===== src/rtl/scan_display_ctrl_pkg.sv =====
`default_nettype none
// ============================================================================
//  Module      : scan_display_pkg
//  Description : Shared constants for the multiplexed 7-segment controller:
//                active-low hex font, blank pattern, brightness width.
//  Revision    : 1.0 - initial release
// ============================================================================
package scan_display_pkg;

    localparam int         BRIGHT_W  = 3;
    localparam logic [6:0] SEG_BLANK = 7'h7F;
    localparam logic       DP_OFF    = 1'b1;

    // Active-low {a,b,c,d,e,f,g}; bit 6 is segment a. b and d are lowercase.
    localparam logic [6:0] SEG_FONT [16] = '{
        7'b0000001,  // 0
        7'b1001111,  // 1
        7'b0010010,  // 2
        7'b0000110,  // 3
        7'b1001100,  // 4
        7'b0100100,  // 5
        7'b0100000,  // 6
        7'b0001111,  // 7
        7'b0000000,  // 8
        7'b0000100,  // 9
        7'b0001000,  // A
        7'b1100000,  // b
        7'b0110001,  // C
        7'b1000010,  // d
        7'b0110000,  // E
        7'b0111000   // F
    };

endpackage
`default_nettype wire


===== src/rtl/scan_display_ctrl_hex_to_seg7.sv =====
`default_nettype none
// ============================================================================
//  Module      : hex_to_seg7
//  Description : Combinational hex nibble to active-low 7-segment pattern.
//  Revision    : 1.0 - initial release
// ============================================================================
module hex_to_seg7
    import scan_display_pkg::*;
(
    input  logic [3:0] nibble,
    output logic [6:0] pattern
);

    // Straight font lookup; the table covers all 16 codes so no default needed
    assign pattern = SEG_FONT[nibble];

endmodule
`default_nettype wire


===== src/rtl/scan_display_ctrl.sv =====
`default_nettype none
// ============================================================================
//  Module      : scan_display_ctrl
//  Description : Time-multiplexed common-anode 7-segment scanner with
//                per-digit dp/blank, leading-zero suppression, 8-level PWM
//                brightness and frame-boundary shadow loading.
//  Revision    : 1.0 - initial release
// ============================================================================
module scan_display_ctrl
    import scan_display_pkg::*;
#(
    parameter int NUM_DIGITS = 8,
    parameter int DIV_LOG2   = 15
) (
    input  logic                    clk,
    input  logic                    reset,
    input  logic [4*NUM_DIGITS-1:0] digits_in,
    input  logic [NUM_DIGITS-1:0]   dp_in,
    input  logic [NUM_DIGITS-1:0]   blank_in,
    input  logic                    lz_en,
    input  logic [BRIGHT_W-1:0]     bright,
    input  logic                    update_req,
    output logic [NUM_DIGITS-1:0]   an,
    output logic [6:0]              seg,
    output logic                    dp,
    output logic                    frame_tick,
    output logic                    update_pending
);

    localparam int IDX_W = $clog2(NUM_DIGITS);

    localparam logic [IDX_W-1:0]      c_last_idx = IDX_W'(NUM_DIGITS - 1);
    localparam logic [NUM_DIGITS-1:0] c_one_hot0 = NUM_DIGITS'(1);

    logic [DIV_LOG2-1:0]     r_presc;
    logic [IDX_W-1:0]        r_idx;
    logic [4*NUM_DIGITS-1:0] r_sh_digits;
    logic [NUM_DIGITS-1:0]   r_sh_dp;
    logic [NUM_DIGITS-1:0]   r_sh_blank;
    logic                    r_pending;
    logic [NUM_DIGITS-1:0]   r_an;
    logic [6:0]              r_seg;
    logic                    r_dp;
    logic                    r_frame_tick;

    logic                    w_term;
    logic                    w_wrap;
    logic [NUM_DIGITS-1:0]   w_zero_tail;
    logic                    w_run;
    logic [3:0]              w_nib;
    logic                    w_sel_dp;
    logic                    w_sel_blank;
    logic                    w_sel_zt;
    logic                    w_suppress;
    logic                    w_visible;
    logic [BRIGHT_W-1:0]     w_phase;
    logic                    w_an_on;
    logic [6:0]              w_font;

    assign w_term = &r_presc;
    assign w_wrap = w_term && (r_idx == c_last_idx);

    // Prescaler and digit index; the index steps on the prescaler terminal count
    always_ff @(posedge clk) begin
        if (reset) begin
            r_presc <= '0;
            r_idx   <= '0;
        end else begin
            r_presc <= r_presc + DIV_LOG2'(1);
            if (w_term) begin
                r_idx <= w_wrap ? '0 : r_idx + IDX_W'(1);
            end
        end
    end

    // Shadow registers only change at the frame wrap so a frame never mixes data
    always_ff @(posedge clk) begin
        if (reset) begin
            r_sh_digits <= '0;
            r_sh_dp     <= '0;
            r_sh_blank  <= '0;
            r_pending   <= 1'b0;
        end else begin
            if (w_wrap) begin
                if (r_pending || update_req) begin
                    r_sh_digits <= digits_in;
                    r_sh_dp     <= dp_in;
                    r_sh_blank  <= blank_in;
                end
                r_pending <= 1'b0;
            end else if (update_req) begin
                r_pending <= 1'b1;
            end
        end
    end

    // Per-digit selection plus the "this digit and everything left of it is zero" mask
    always_comb begin
        w_run       = 1'b1;
        w_zero_tail = '0;
        w_nib       = 4'h0;
        w_sel_dp    = 1'b0;
        w_sel_blank = 1'b0;
        w_sel_zt    = 1'b0;
        for (int k = NUM_DIGITS - 1; k >= 0; k--) begin
            w_run          = w_run && (r_sh_digits[4*k +: 4] == 4'h0);
            w_zero_tail[k] = w_run;
        end
        for (int k = 0; k < NUM_DIGITS; k++) begin
            if (r_idx == IDX_W'(k)) begin
                w_nib       = r_sh_digits[4*k +: 4];
                w_sel_dp    = r_sh_dp[k];
                w_sel_blank = r_sh_blank[k];
                w_sel_zt    = w_zero_tail[k];
            end
        end
    end

    hex_to_seg7 u_hex_to_seg7 (
        .nibble  (w_nib),
        .pattern (w_font)
    );

    // Digit 0 is never suppressed so an all-zero value still shows a single 0
    assign w_suppress = lz_en && (r_idx != '0) && w_sel_zt;
    assign w_visible  = !w_sel_blank && !w_suppress;

    // Anode on while the slot phase is within the brightness, minus the
    // first and last cycle of each slot which act as anti-ghosting guards
    assign w_phase = r_presc[DIV_LOG2-1 -: BRIGHT_W];
    assign w_an_on = (w_phase <= bright) && (r_presc != '0) && !w_term;

    // Registered pin drivers
    always_ff @(posedge clk) begin
        if (reset) begin
            r_an         <= '1;
            r_seg        <= SEG_BLANK;
            r_dp         <= DP_OFF;
            r_frame_tick <= 1'b0;
        end else begin
            r_an         <= w_an_on ? ~(c_one_hot0 << r_idx) : '1;
            r_seg        <= w_visible ? w_font : SEG_BLANK;
            r_dp         <= w_sel_blank ? DP_OFF : ~w_sel_dp;
            r_frame_tick <= w_wrap;
        end
    end

    assign an             = r_an;
    assign seg            = r_seg;
    assign dp             = r_dp;
    assign frame_tick     = r_frame_tick;
    assign update_pending = r_pending;

endmodule
`default_nettype wire


===== config.mk =====
export PLATFORM = sky130hd
export DESIGN_NAME = scan_display_ctrl
export DESIGN_NICKNAME = d
export VERILOG_FILES = /design/src/rtl/scan_display_ctrl_pkg.sv /design/src/rtl/scan_display_ctrl_hex_to_seg7.sv /design/src/rtl/scan_display_ctrl.sv
export SDC_FILE = /design/constraint.sdc
export NUM_CORES = 1
export LEC_CHECK = 0
export BUFFER_PORTS_ARGS = -buffer_cell sky130_fd_sc_hd__buf_2
export CAP_MARGIN = 20
export CORE_MARGIN = 2
export CORE_UTILIZATION = 50
export DETAILED_ROUTE_END_ITERATION = 7
export MAX_ROUTING_LAYER = met4
export PLACE_DENSITY = 0.71
export SETUP_SLACK_MARGIN = 0.05
export SLEW_MARGIN = 20
export SYNTH_ARGS = -nofsm -noshare
export SYNTH_HDL_FRONTEND = slang
export SYNTH_HIERARCHICAL = 1
export SYNTH_SLANG_ARGS = --single-unit

===== constraint.sdc =====
create_clock -name clk -period 3.4 [get_ports clk]
set_clock_uncertainty 0.05 [all_clocks]
set_input_delay 0.68 -clock clk [delete_from_list [all_inputs] [get_ports clk]]
set_output_delay 0.68 -clock clk [all_outputs]
set_load 0.005 [all_outputs]

==> out/results.txt <==
Top FF cell, synth -> dfxtp_1
Postcts setup bufs -> 0
Most frequent cells in the layout -> 105 x nand2_1, 84 x dfxtp_1, 72 x buf_2
Iteration-0 DRC Markers -> 213
Hold depth -> 2
Critical Path RT -> 3.57 ns
Mapped Nets -> 580
Share of cells above drive strength 1 -> 26.4%
Via-per-instance ratio -> 5.44
Total power -> 1860 µW
TNS Setup -> 0 ns
Max Clk Rate -> 325 MHz
Die height -> 95.6 µm
Critical Path Sink Type -> register
Synth unique cells -> 62
Diode count -> 0
Clock sink total -> 84
Post-Layout Inst Area -> 4880 µm²
Crit-path slowest cell -> mux4_2
Routed wire per std cell -> 14.2 µm
Launching point of the worst reg2reg path -> r_idx[0]
Hold path endpoint -> r_sh_blank[7]
Layout Nets -> 648
Worst reg-to-reg path cell count -> 13
PwrDens -> 381 nW/µm²
Crit Path Max Fanout -> 12
Yosys top cell area share -> 40.1%
Worst Hold Class -> reg -> reg
Cell count after synthesis -> 507
Leak -> 0.00185 µW
Largest net degree at the start of global routing -> 49
Arrival @ worst endpoint -> 3.24 ns
Post-synth EDFFs -> 0
Top-Level Pins -> 73
Later-pin clock latency in the skew report -> 0.35 ns
Die width -> 95.6 µm
Outcome -> complete, no violations
Period Utilization, post-route -> 90.4%
Worst Setup Start Kind -> register
Core ar. -> 8180 µm²
Routed vias -> 3725
Worst R2R End -> seg[3]
Max Slew Vio Count -> 0
Die area -> 9140 µm²
Final HPWL DP -> 7150 µm
Residual DRC count -> 0
TritonCTS buffer count -> 9
CTS-repair resized insts -> 0
Avg Cell Area, Syn -> 8.28 µm²
Worst path bufs/invs -> 3
Clk buf depth -> 2
Commonest non-fill, non-tap cell in the layout -> nand2_1
Placement Cell Area -> 4660 µm²
Unrepaired setup endpoints after global routing -> no
Sequential cell area fraction in the yosys report -> 40.1%
IO buf count -> 72
Crit-path cells -> inv_1, ha_1, and3b_1, o221ai_1, a31oi_1, a311oi_1, o31ai_2, inv_1, ha_1, inv_1, mux4_2, nor2_1, nand3_1
Critical path's top delay family -> adder cells
Initial DRT Pass Iterations -> 5
Synth area leader -> dfxtp_1
Yosys warning total -> 6
WL final -> 9730 µm
Antenna violations before repair -> 0
H-tree depth -> 3
GRT Overall Usage -> 22.9%
WHS -> 0.406 ns
Max incr delay on CP -> 0.44 ns
Minimum clock period -> 3.07 ns
Slew @ Worst Pin -> 0.743 ns
Area growth syn-to-layout -> 16.2%
Final hold vios -> 0
First-pass GRT wire length -> 15900 µm
WS Path Type -> reg -> reg
Starting Density -> 51.3%
Hold-fix buffers, CTS -> 0
Hold path startpoint -> r_sh_blank[7]
Worst VDD drop -> 0.202 mV
Final RePlAce weighted congestion -> 0.898
CTS tree -> done
Root Driver -> clkbuf_8
Largest cells by area after synthesis -> dfxtp_1 40%, nand2_1 9.4%, ha_1 5.4%
Mapped cell area -> 4200 µm²
Most used cell, CP -> inv_1
# setup viols final -> 0
GRT overflow -> 0
Max-cap violations -> 0
FILL cells -> 777
Synthesis-stage register bit count -> 84
Relative slew slack -> 50.3%
Asr flop ratio synth -> 0%
Vias in the first global route -> 3420
DRT antenna net count -> 0
R2R setup slack -> 0.33 ns
Rows -> 33
Clock slew at reported path FFs -> 0.08 ns
-- tightest hold or removal path, stage by stage (launching register included) --
cell and delay, ns:
dfxtp_1 0.31, nand2_1 0.05, a21oi_1 0.05
-- sequential cells by signal (all words and copies together) (netlist names) --
name and count:
an 8, dp 1, frame_tick 1, r_idx 3, r_presc 15, r_sh_blank 8
r_sh_digits 32, r_sh_dp 8, seg 7, update_pending 1
-- metal layers --
layer,vias to the layer above,GRT usage (%),part of all wire (%)
met1,1734,29.2,46
met5,-,-,0
li1,1875,-,-
met3,20,3.79,5.5
met4,0,8.93,1.9
met2,96,36.3,47
-- kinds of logic (layout without fill, tap and decap cells) --
| family | count (synthesis) | count (layout) | synth area share, % |
|---|---|---|---|
| multiplexers | 6 | 6 | 1.73 |
| flip-flops | 84 | 84 | 40.1 |
| buffers and inverters | 45 | 118 | 5.16 |
| AND/OR/NAND/NOR | 233 | 233 | 27.4 |
| AO/OA/AOI/OAI | 111 | 111 | 18.2 |
| adder cells (fa/ha/maj) | 18 | 18 | 5.37 |
| XOR/XNOR | 10 | 10 | 2.09 |
-- power by group --
group	internal [µW]	leakage [µW]	switching, µW	total, µW
registers	992	0.000680	5.36	997
logic	38.8	0.00106	41.6	80.4
clock network	434	0.000107	347	781
total	1460	0.00185	394	1860
-- final cells by class --
cell class / count / area [µm²] / share of cell area [%]
multi-input combinational: 378 / 2300 / 47.3
sequential: 84 / 1680 / 34.5
timing repair buffer: 87 / 485 / 9.95
clock buffer: 12 / 145 / 2.98
tap: 105 / 131 / 2.69
clock inverter: 4 / 72.6 / 1.49
inverter: 15 / 56.3 / 1.15
-- through the flow --
stage	std cells	setup slack [ns]	utilization (%)
final	685	0.326	59.7
after global routing	685	0.0516	59.7
after CTS	685	0.318	59.7
after detailed placement	669	0.338	57.0
after global placement	669	0.416	57.0
after floorplan	507	0.141	-
-- Yosys cell counts (all sizes together), types with 4 or more instances --
| cell | n |
|---|---|
| xnor2 | 5 |
| and3b | 6 |
| or3 | 6 |
| and3 | 4 |
| dfxtp | 84 |
| nand2b | 7 |
| o21ai | 19 |
| ha | 18 |
| buf | 11 |
| a21oi | 61 |
| clkbuf | 19 |
| nor4 | 7 |
| xor2 | 5 |
| mux2i | 5 |
| nand2 | 125 |
| nor2 | 32 |
| nor2b | 4 |
| nor3 | 5 |
| inv | 14 |
| nand3 | 22 |
-- how the worst max path moves through the flow --
stage             start      to  cells past startpoint
4_1_cts        r_idx[1]  seg[3]                     13
5_1_grt        r_idx[1]  seg[3]                     13
6_report       r_idx[0]  seg[3]                     13
2_1_floorplan  r_idx[2]  seg[3]                     14
3_5_place_dp   r_idx[1]  seg[3]                     13
3_3_place_gp   r_idx[1]  seg[3]                     13
Note: power is estimated with default switching activity, not from simulation.
